[config.mk]
export PLATFORM = sky130hd
export DESIGN_NAME = ascon_ctrl_fsm
export DESIGN_NICKNAME = d
export VERILOG_FILES = /design/src/rtl/ascon_ctrl_fsm.sv
export SDC_FILE = /design/constraint.sdc
export NUM_CORES = 1
export LEC_CHECK = 0
export ABC_CLOCK_PERIOD_IN_PS = 2160
export BUFFER_PORTS_ARGS = -buffer_cell sky130_fd_sc_hd__buf_2
export CAP_MARGIN = 40
export CORE_MARGIN = 1
export CORE_UTILIZATION = 50
export CTS_BUF_LIST = sky130_fd_sc_hd__clkbuf_2
export CTS_CLUSTER_SIZE = 25
export DETAILED_ROUTE_END_ITERATION = 8
export PLACE_DENSITY = 0.76
export SETUP_SLACK_MARGIN = 0.4
export SYNTH_ARGS = -nofsm -noshare
export SYNTH_HDL_FRONTEND = slang
export SYNTH_SLANG_ARGS = --single-unit
[constraint.sdc]
create_clock -name clock_i -period 2.16 [get_ports clock_i]
set_clock_uncertainty 0.05 [all_clocks]
set_input_delay 0.648 -clock clock_i [delete_from_list [all_inputs] [get_ports clock_i]]
set_output_delay 0.648 -clock clock_i [all_outputs]
set_load 0.02 [all_outputs]
[src/rtl/ascon_ctrl_fsm.sv]
// Control FSM for the ASCON-128 datapath: round sequencing, round counter and XOR enables.
// Optional abort input enabled by defining ASCON_CTRL_ABORT_EN.
module ascon_ctrl_fsm #(
  parameter int ROUNDS_A  = 12,
  parameter int ROUNDS_B  = 6,
  parameter int AD_BLOCKS = 1,
  parameter int PT_BLOCKS = 3
) (
  input  logic       clock_i,
  input  logic       reset_i,
  input  logic       start_i,
  input  logic       data_valid_i,
`ifdef ASCON_CTRL_ABORT_EN
  input  logic       abort_i,
`endif
  output logic [3:0] round_o,
  output logic       init_state_o,
  output logic       en_reg_state_o,
  output logic       en_xor_data_begin_o,
  output logic       en_xor_key_begin_o,
  output logic       en_xor_key_end_o,
  output logic       en_xor_lsb_o,
  output logic       cipher_valid_o,
  output logic       tag_valid_o,
  output logic       done_o
);

  localparam int MAX_BLK = (AD_BLOCKS > PT_BLOCKS) ? AD_BLOCKS : PT_BLOCKS;
  localparam int BLK_W   = $clog2(MAX_BLK) + 1;

  localparam logic [3:0]       RND_LAST = 4'(ROUNDS_A - 1);
  localparam logic [3:0]       RND_B0   = 4'(ROUNDS_A - ROUNDS_B);
  localparam logic [BLK_W-1:0] AD_LAST  = BLK_W'(AD_BLOCKS - 1);
  localparam logic [BLK_W-1:0] PT_LAST  = BLK_W'(PT_BLOCKS - 1);

  typedef enum logic [2:0] {
    S_IDLE, S_INIT, S_WAIT_AD, S_AD, S_WAIT_PT, S_PT, S_FINAL, S_END
  } state_t;

  state_t           state, state_next;
  logic [3:0]       rnd, rnd_next;
  logic [BLK_W-1:0] ad_blk, ad_blk_next;
  logic [BLK_W-1:0] pt_blk, pt_blk_next;
  logic             last_rnd;

  assign last_rnd = (rnd == RND_LAST);

  always_ff @(posedge clock_i) begin
    if (reset_i) begin
      state  <= S_IDLE;
      rnd    <= '0;
      ad_blk <= '0;
      pt_blk <= '0;
    end else begin
      state  <= state_next;
      rnd    <= rnd_next;
      ad_blk <= ad_blk_next;
      pt_blk <= pt_blk_next;
    end
  end

  // Round counter is reloaded on every entry to a round state, so it never wraps.
  always_comb begin
    state_next  = state;
    rnd_next    = rnd;
    ad_blk_next = ad_blk;
    pt_blk_next = pt_blk;
    case (state)
      S_IDLE: begin
        rnd_next    = '0;
        ad_blk_next = '0;
        pt_blk_next = '0;
        if (start_i) state_next = S_INIT;
      end
      S_INIT: begin
        rnd_next = rnd + 4'd1;
        if (last_rnd) begin
          state_next = S_WAIT_AD;
          rnd_next   = '0;
        end
      end
      S_WAIT_AD: begin
        if (data_valid_i) begin
          state_next = S_AD;
          rnd_next   = RND_B0;
        end
      end
      S_AD: begin
        rnd_next = rnd + 4'd1;
        if (last_rnd) begin
          rnd_next    = '0;
          ad_blk_next = ad_blk + 1'b1;
          state_next  = (ad_blk == AD_LAST) ? S_WAIT_PT : S_WAIT_AD;
        end
      end
      S_WAIT_PT: begin
        if (data_valid_i) begin
          if (pt_blk < PT_LAST) begin
            state_next  = S_PT;
            rnd_next    = RND_B0;
            pt_blk_next = pt_blk + 1'b1;
          end else begin
            state_next = S_FINAL;
            rnd_next   = '0;
          end
        end
      end
      S_PT: begin
        rnd_next = rnd + 4'd1;
        if (last_rnd) begin
          state_next = S_WAIT_PT;
          rnd_next   = '0;
        end
      end
      S_FINAL: begin
        rnd_next = rnd + 4'd1;
        if (last_rnd) begin
          state_next = S_END;
          rnd_next   = '0;
        end
      end
      S_END: begin
        state_next = S_IDLE;
      end
      default: begin
        state_next = S_IDLE;
        rnd_next   = '0;
      end
    endcase
`ifdef ASCON_CTRL_ABORT_EN
    if (abort_i && (state != S_IDLE)) begin
      state_next = S_IDLE;
      rnd_next   = '0;
    end
`endif
  end

  // Moore decode: outputs depend only on registered state, round and block counters.
  always_comb begin
    round_o             = '0;
    init_state_o        = 1'b0;
    en_reg_state_o      = 1'b0;
    en_xor_data_begin_o = 1'b0;
    en_xor_key_begin_o  = 1'b0;
    en_xor_key_end_o    = 1'b0;
    en_xor_lsb_o        = 1'b0;
    cipher_valid_o      = 1'b0;
    tag_valid_o         = 1'b0;
    done_o              = 1'b0;
    case (state)
      S_INIT: begin
        round_o          = rnd;
        en_reg_state_o   = 1'b1;
        init_state_o     = (rnd == 4'd0);
        en_xor_key_end_o = last_rnd;
      end
      S_AD: begin
        round_o             = rnd;
        en_reg_state_o      = 1'b1;
        en_xor_data_begin_o = (rnd == RND_B0);
        en_xor_lsb_o        = last_rnd && (ad_blk == AD_LAST);
      end
      S_PT: begin
        round_o             = rnd;
        en_reg_state_o      = 1'b1;
        en_xor_data_begin_o = (rnd == RND_B0);
        cipher_valid_o      = (rnd == RND_B0);
      end
      S_FINAL: begin
        round_o             = rnd;
        en_reg_state_o      = 1'b1;
        en_xor_data_begin_o = (rnd == 4'd0);
        en_xor_key_begin_o  = (rnd == 4'd0);
        cipher_valid_o      = (rnd == 4'd0);
        en_xor_key_end_o    = last_rnd;
      end
      S_END: begin
        tag_valid_o = 1'b1;
        done_o      = 1'b1;
      end
      default: ;
    endcase
  end

endmodule

# Yosys cells after proc, flatten, opt, wreduce, memory -nomap -nowiden
# Index checks and enable logic that the tools add are counted.
dict set report totals {
  register_bits 13
  elab_cells 68
  output_inout_bits 13
}
dict set report classes {
  n_eq_ne 17
  reduce_logical 14
  n_lt_le_gt_ge 1
  add_sub_neg 3
  mux 29
}
# cell count
set ops {}
lappend ops {{$mux W3} 12}
lappend ops {{$pmux W3 S8} 1}
lappend ops {{$mux W4} 4}
lappend ops {{$ne A2 B2 Y1 const B} 8}
lappend ops {{$pmux W4 S4} 1}
lappend ops {{$eq A3 B3 Y1 const B} 4}
lappend ops {{$pmux W3 S2} 2}
lappend ops {{$reduce_and A7 Y1} 1}
lappend ops {{$add A3 B1 Y3 const B} 2}
lappend ops {{$eq A3 B2 Y1 const B} 2}
lappend ops {{$logic_not A3 Y1} 2}
lappend ops {{$mux W1} 6}
lappend ops {{$reduce_and A3 Y1} 2}
lappend ops {{$add A4 B1 Y4 const B} 1}
lappend ops {{$eq A4 B3 Y1 const B} 1}
lappend ops {{$eq A4 B4 Y1 const B} 1}
lappend ops {{$logic_not A4 Y1} 1}
lappend ops {{$pmux W1 S2} 2}
lappend ops {{$reduce_bool A2 Y1} 2}
lappend ops {{$reduce_bool A4 Y1} 1}
lappend ops {{$reduce_or A2 Y1} 2}
lappend ops {{$reduce_or A4 Y1} 1}
lappend ops {{$eq A3 B1 Y1 const B} 1}
lappend ops {{$lt A3 B2 Y1 const B} 1}
lappend ops {{3 further kinds} 3}

# Logic depth before layout (Yosys ltp)
dict set report logic_depth {
  depth_word 4
  ltp_mapped 6
}

# Worst setup path after synthesis
# No wires, ideal clock.
dict set report synth_timing {
  kind {reg-to-output}
  start {reg rnd[0]}
  end {out init_state_o}
  path_stages_with_launch 6
  t_arrival_ns 1.401
  path_slack_ns 0.061
  required_time_ns 1.462
  cell_sequence {dfxtp_1 > inv_1 > ha_1 > nand2b_1 > or2_2 > nor3_1}
}
dict set report synth_between {
  elab_chain_cells 2
}
# element line
set synth_rtl {}
lappend synth_rtl {{start, declared} 41} ;# logic [3:0] rnd, rnd_next;
lappend synth_rtl {{start signal, assigned} 56} ;# rnd <= rnd_next;
lappend synth_rtl {{$logic_not A4 Y1} 154} ;# init_state_o = (rnd == 4'd0);
lappend synth_rtl {{$mux W1} 150} ;# case (state)
lappend synth_rtl {{end, declared} 17} ;# output logic init_state_o,
# No other way between the ends.

# Worst setup path after layout
dict set report layout_timing {
  start {reg rnd[1]}
  end {out en_xor_lsb_o}
}
dict set report layout_between {
  elab_chain_cells 3
}
# element line
set layout_rtl {}
lappend layout_rtl {{$eq A4 B4 Y1} 46} ;# assign last_rnd = (rnd == RND_LAST);
lappend layout_rtl {{$logic_and A1 B1 Y1} 161} ;# en_xor_lsb_o = last_rnd && (ad_blk == AD_LAST);
lappend layout_rtl {{$mux W1} 150}
lappend layout_rtl {{end, declared} 22} ;# output logic en_xor_lsb_o,
# No other way between the ends.

==> reports/results.txt <==
Among cell families on the critical path, the largest total delay comes from simple AND/OR/NAND/NOR gates. The floorplan step defined a die boundary enclosing 0.00212 mm2. The run finished, with violations left. Of the post-synthesis cell area, the part taken by muxes is 4.25%. The remaining number of nets flagged by the antenna check after routing was 0; the synthesized area was 971 um2. The detail-routed via count per cell was 6.59. Count of buffer and inverter cells on the critical path: 2. The remaining global-route overflow came out at 0.

The critical path ends at en_xor_lsb_o. Walking the worst path, the cells encountered are ha_4 -> nand3b_1 -> nor3_2 -> nand2_1 -> inv_1 -> buf_6. For the worst flop-to-flop path, the logic depth is 7.

The number of antenna violations at the first check in global routing is 0, and the final routed wire length divided by cell count is 21.3 um. The library cell used most frequently in the layout, excluding fill and tap cells, is sky130_fd_sc_hd__buf_4. For this block, the routed nets add up to 4080 um of wire.

Subtracting the final worst setup slack from the clock period gives 2.22 ns. For the via count of the first global-routing pass, the log shows 962. Setup repair after global routing could not meet its margin everywhere.

The finished cells cover 0.00163 mm2. The tools report the row count as 15. Of the total synthesized cell area, the portion taken by AND, OR, NAND and NOR gates is 32.5%.

For the reg-to-reg setup timing slack, the log shows 0.19 ns. Counting the fill cells in the layout gives 73. Across the run, the number of max-cap violations was 0.

The internal power of the cells was 0.510 mW. After synthesis, the largest family of logic cells by area is simple AND/OR/NAND/NOR gates. The tools report the count of hold-fix buffers inserted at cts as 0. The count of cells along the worst hold path was 2. The final reports fail on setup timing.

Largest fanout on the critical path: 3. The design draws 0.855 mW. The tools report the count of pins on the block boundary as 17. For this design the total switching power over the nets is 0.345 mW. The total power divided by cell area works out to 526 mW/mm2. Type of the worst min-delay path: register to register. The initial utilization of the core area, before any placement, comes to 55.0%. The stage delay of the slowest cell on the critical path was 0.41 ns. The number of nets handed over by synthesis was 135. Including well taps, the total number of placed cells is 163. After detailed placement, the total cell area comes to 0.00115 mm2. The die is 46.1 um tall. The worst register-to-register path begins at state[0]. The power share of the combinational group is 50.9%.

The portion of the clock cycle consumed by the worst path in the final layout came out at 103%. Arithmetic-cell share of the synthesized area counting full adders, half adders and majority gates: 8.76%. The die is 46.1 um wide. The clock tree root buffer cell was sky130_fd_sc_hd__clkbuf_2. After legalization and detailed placement, the total HPWL measured 1680 um. Before antenna repair, the detailed router went through 4 iterations. Excluding fillers, the count of instances in the completed layout stands at 191. The congestion estimate from routability-driven global placement came to 0.856. The final-report hold violation count is 0, and the antenna diode instance count is 0.

Entering global routing, the biggest net connects 16 pins. The instance count on the critical path is 6, and the overall via count from detail_route is 1258. The maximum clock rate was 0.451 GHz. Setup violations remaining at the end of the flow were counted as 3. The run gives 43 as the number of library cell types mapped by synthesis. The final-report max-slew violation count is 0.

The tools report the number of design-rule violations left by the first detailed-router iteration as 57. The slowest stage cell on the critical path is sky130_fd_sc_hd__dfxtp_4. The worst-case IR drop observed on VDD is 505 uV. The worst setup path is launched from a register.

Tightest slew margin relative to the limit: 70.4%. The combined global-route utilization of all metal layers came out at 27.4%. Net switching is 40.4% of the power. After detailed routing, the number of remaining DRC violations is 0.

The sum of negative setup slack is -0.149 ns. TritonCTS built the clock tree. The worst setup path is of the register to output pin kind.

The arrival time of data at the critical path endpoint is 1.52 ns, and the post-synthesis xor/xnor area fraction is 1.80%. STA classifies the critical path endpoint as an output pin. The worst setup slack after layout is -0.0581 ns. Cells with a size suffix above 1 make up 56.0% of the layout.

Tracing the worst setup path back leads to its startpoint at rnd[1]. Hold timing on the final database bottoms out at a slack of 0.529 ns. The tools report the clock latency on the worst-skew pair as 0.29 ns.

The number of sinks on the clock net is 13. The count of nets after finishing was 177; the number of buffers inserted during clock tree synthesis was 3. For the leakage power, the log shows 0.678 nW.

At the pin with the least slew margin, the transition time is 0.443 ns. The run gives 26.8% as the portion of the post-synthesis area used by sequential elements. The required time of the critical path is 1.46 ns, and the mean post-synth cell area is 7.77 um2.

The count of state elements after synthesis came out at 13. From synthesis to final layout, the design area changed by 67.5%. After floorplanning, the core was sized to cover 0.00176 mm2.

Synthesis produced 125 cells. The proportion of power drawn by flip-flops and latches was 33.9%. The run gives 0 as the number of warning messages in the yosys log.

The top cell types in the final layout, fill and taps aside, are sky130_fd_sc_hd__buf_4, sky130_fd_sc_hd__buf_6, sky130_fd_sc_hd__nor2_1. Buffers placed on the I/O ports in this run total 16. Endpoint of the worst register-to-register path: rnd[0]. The first-pass GRT wire length is 4170 um, and the deepest clock path buffer count is 2. The run gives 1 as the maximum level of the CTS H-tree. Share of the synthesized area in compound gates (AO/OA/AOI/OAI): 17.8%. The clock input transition at the sequential cells of the worst setup and hold paths is 0.14 ns, and the clock share of power is 15.2%.
## repair_timing
item / CTS / global route
endpoints found under the hold margin: 0 / 0
resized for setup: 30 / 46
pin swaps: 4 / 9
setup endpoints to repair: 16 / 18
setup buffers: 12 / 12
## stage by stage
stage | worst slack, ns | utilization [%]
floorplan | 0.362 | -
global placement | 0.220 | 65.5
detailed placement | 0.150 | 65.5
CTS | 0.0126 | 76.6
global route | -0.152 | 92.2
finish | -0.0581 | 92.2
## cell type report
cell class / instances / area, um2 / share of cell area [%]
Clock buffer: 4 / 20.0 / 1.23
Inverter: 9 / 43.8 / 2.69
Multi-Input combinational cell: 95 / 846 / 52.0
Sequential cell: 13 / 280 / 17.2
Tap cell: 25 / 31.3 / 1.92
Timing Repair Buffer: 45 / 405 / 24.9
## kinds of logic (layout without fill, tap and decap cells)
group                      Yosys count  in the layout
and+or+nand+nor                     55             55
AOI/OAI and AO/OA                   27             27
buffers and inverters               17             58
DFF                                 13             13
adders and majority gates            7              7
muxes                                4              4
xor gates and xnor gates             2              2
## tightest hold or removal path: stages (launching register included)
cell	delay (ns)
sky130_fd_sc_hd__dfxtp_1	0.38
sky130_fd_sc_hd__xor2_1	0.07
sky130_fd_sc_hd__nor2_1	0.10
## state kept, by name (all words and copies together), names as in the netlist
name / cells
rnd: 4
pt_blk: 3
ad_blk: 3
state: 3
## power by group through the flow
stage	Combinational (mW)	Sequential (mW)	Clock [mW]
global route	0.458	0.290	0.140
floorplan	0.219	0.271	0
CTS	0.315	0.282	0.127
detailed placement	0.234	0.294	0
global placement	0.230	0.291	0
finish	0.435	0.290	0.130
## worst min path at each step
stage / slack, ns / startpoint / end
after detailed placement: 0.44 / pt_blk[2] / pt_blk[2]
final: 0.53 / ad_blk[2] / ad_blk[2]
after global routing: 0.53 / pt_blk[2] / pt_blk[2]
after global placement: 0.43 / pt_blk[2] / pt_blk[2]
after CTS: 0.47 / pt_blk[2] / pt_blk[2]
after floorplan: 0.39 / pt_blk[2] / pt_blk[2]
## routing by layer
layer / track usage [%] / wire, um
met1: 34.5 / 1540
met2: 45.4 / 1860
met3: 7.45 / 419
met4: 7.65 / 257
met5: 0 / 0
## cell usage after synthesis
cell type / number / area [um2]
sky130_fd_sc_hd__a21boi_0: 1 / 7.51
sky130_fd_sc_hd__a21o_1: 1 / 7.51
sky130_fd_sc_hd__a21oi_1: 7 / 35.0
sky130_fd_sc_hd__a31oi_1: 2 / 12.5
sky130_fd_sc_hd__a32oi_1: 1 / 8.76
sky130_fd_sc_hd__and2_1: 1 / 6.26
sky130_fd_sc_hd__and3_1: 1 / 6.26
sky130_fd_sc_hd__and3b_1: 4 / 35.0
sky130_fd_sc_hd__buf_2: 3 / 15.0
sky130_fd_sc_hd__buf_4: 1 / 7.51
sky130_fd_sc_hd__buf_6: 1 / 11.3
sky130_fd_sc_hd__clkbuf_1: 3 / 11.3
sky130_fd_sc_hd__dfxtp_1: 13 / 260
sky130_fd_sc_hd__ha_1: 6 / 75.1
sky130_fd_sc_hd__inv_1: 9 / 33.8
sky130_fd_sc_hd__maj3_1: 1 / 10.0
sky130_fd_sc_hd__mux2_2: 1 / 11.3
sky130_fd_sc_hd__mux2i_1: 3 / 30.0
sky130_fd_sc_hd__nand2_1: 6 / 22.5
sky130_fd_sc_hd__nand2b_1: 6 / 37.5
sky130_fd_sc_hd__nand3_1: 3 / 15.0
sky130_fd_sc_hd__nand3b_1: 2 / 15.0
sky130_fd_sc_hd__nand4_1: 2 / 12.5
sky130_fd_sc_hd__nand4b_1: 1 / 8.76
sky130_fd_sc_hd__nor2_1: 13 / 48.8
sky130_fd_sc_hd__nor2_2: 1 / 6.26
sky130_fd_sc_hd__nor2b_1: 2 / 12.5
sky130_fd_sc_hd__nor3_1: 3 / 15.0
sky130_fd_sc_hd__nor3b_1: 1 / 7.51
sky130_fd_sc_hd__o21a_1: 1 / 7.51
sky130_fd_sc_hd__o21ai_0: 6 / 30.0
sky130_fd_sc_hd__o21bai_1: 1 / 7.51
sky130_fd_sc_hd__o221ai_1: 1 / 8.76
sky130_fd_sc_hd__o22ai_1: 1 / 6.26
sky130_fd_sc_hd__o311a_2: 1 / 11.3
sky130_fd_sc_hd__o31ai_1: 4 / 30.0
sky130_fd_sc_hd__or2_2: 3 / 18.8
sky130_fd_sc_hd__or3_1: 2 / 12.5
sky130_fd_sc_hd__or3b_2: 2 / 17.5
sky130_fd_sc_hd__or4_1: 1 / 7.51
sky130_fd_sc_hd__or4b_1: 1 / 10.0
sky130_fd_sc_hd__xnor2_1: 1 / 8.76
sky130_fd_sc_hd__xor2_1: 1 / 8.76
Power figures use the tool's default switching activity.
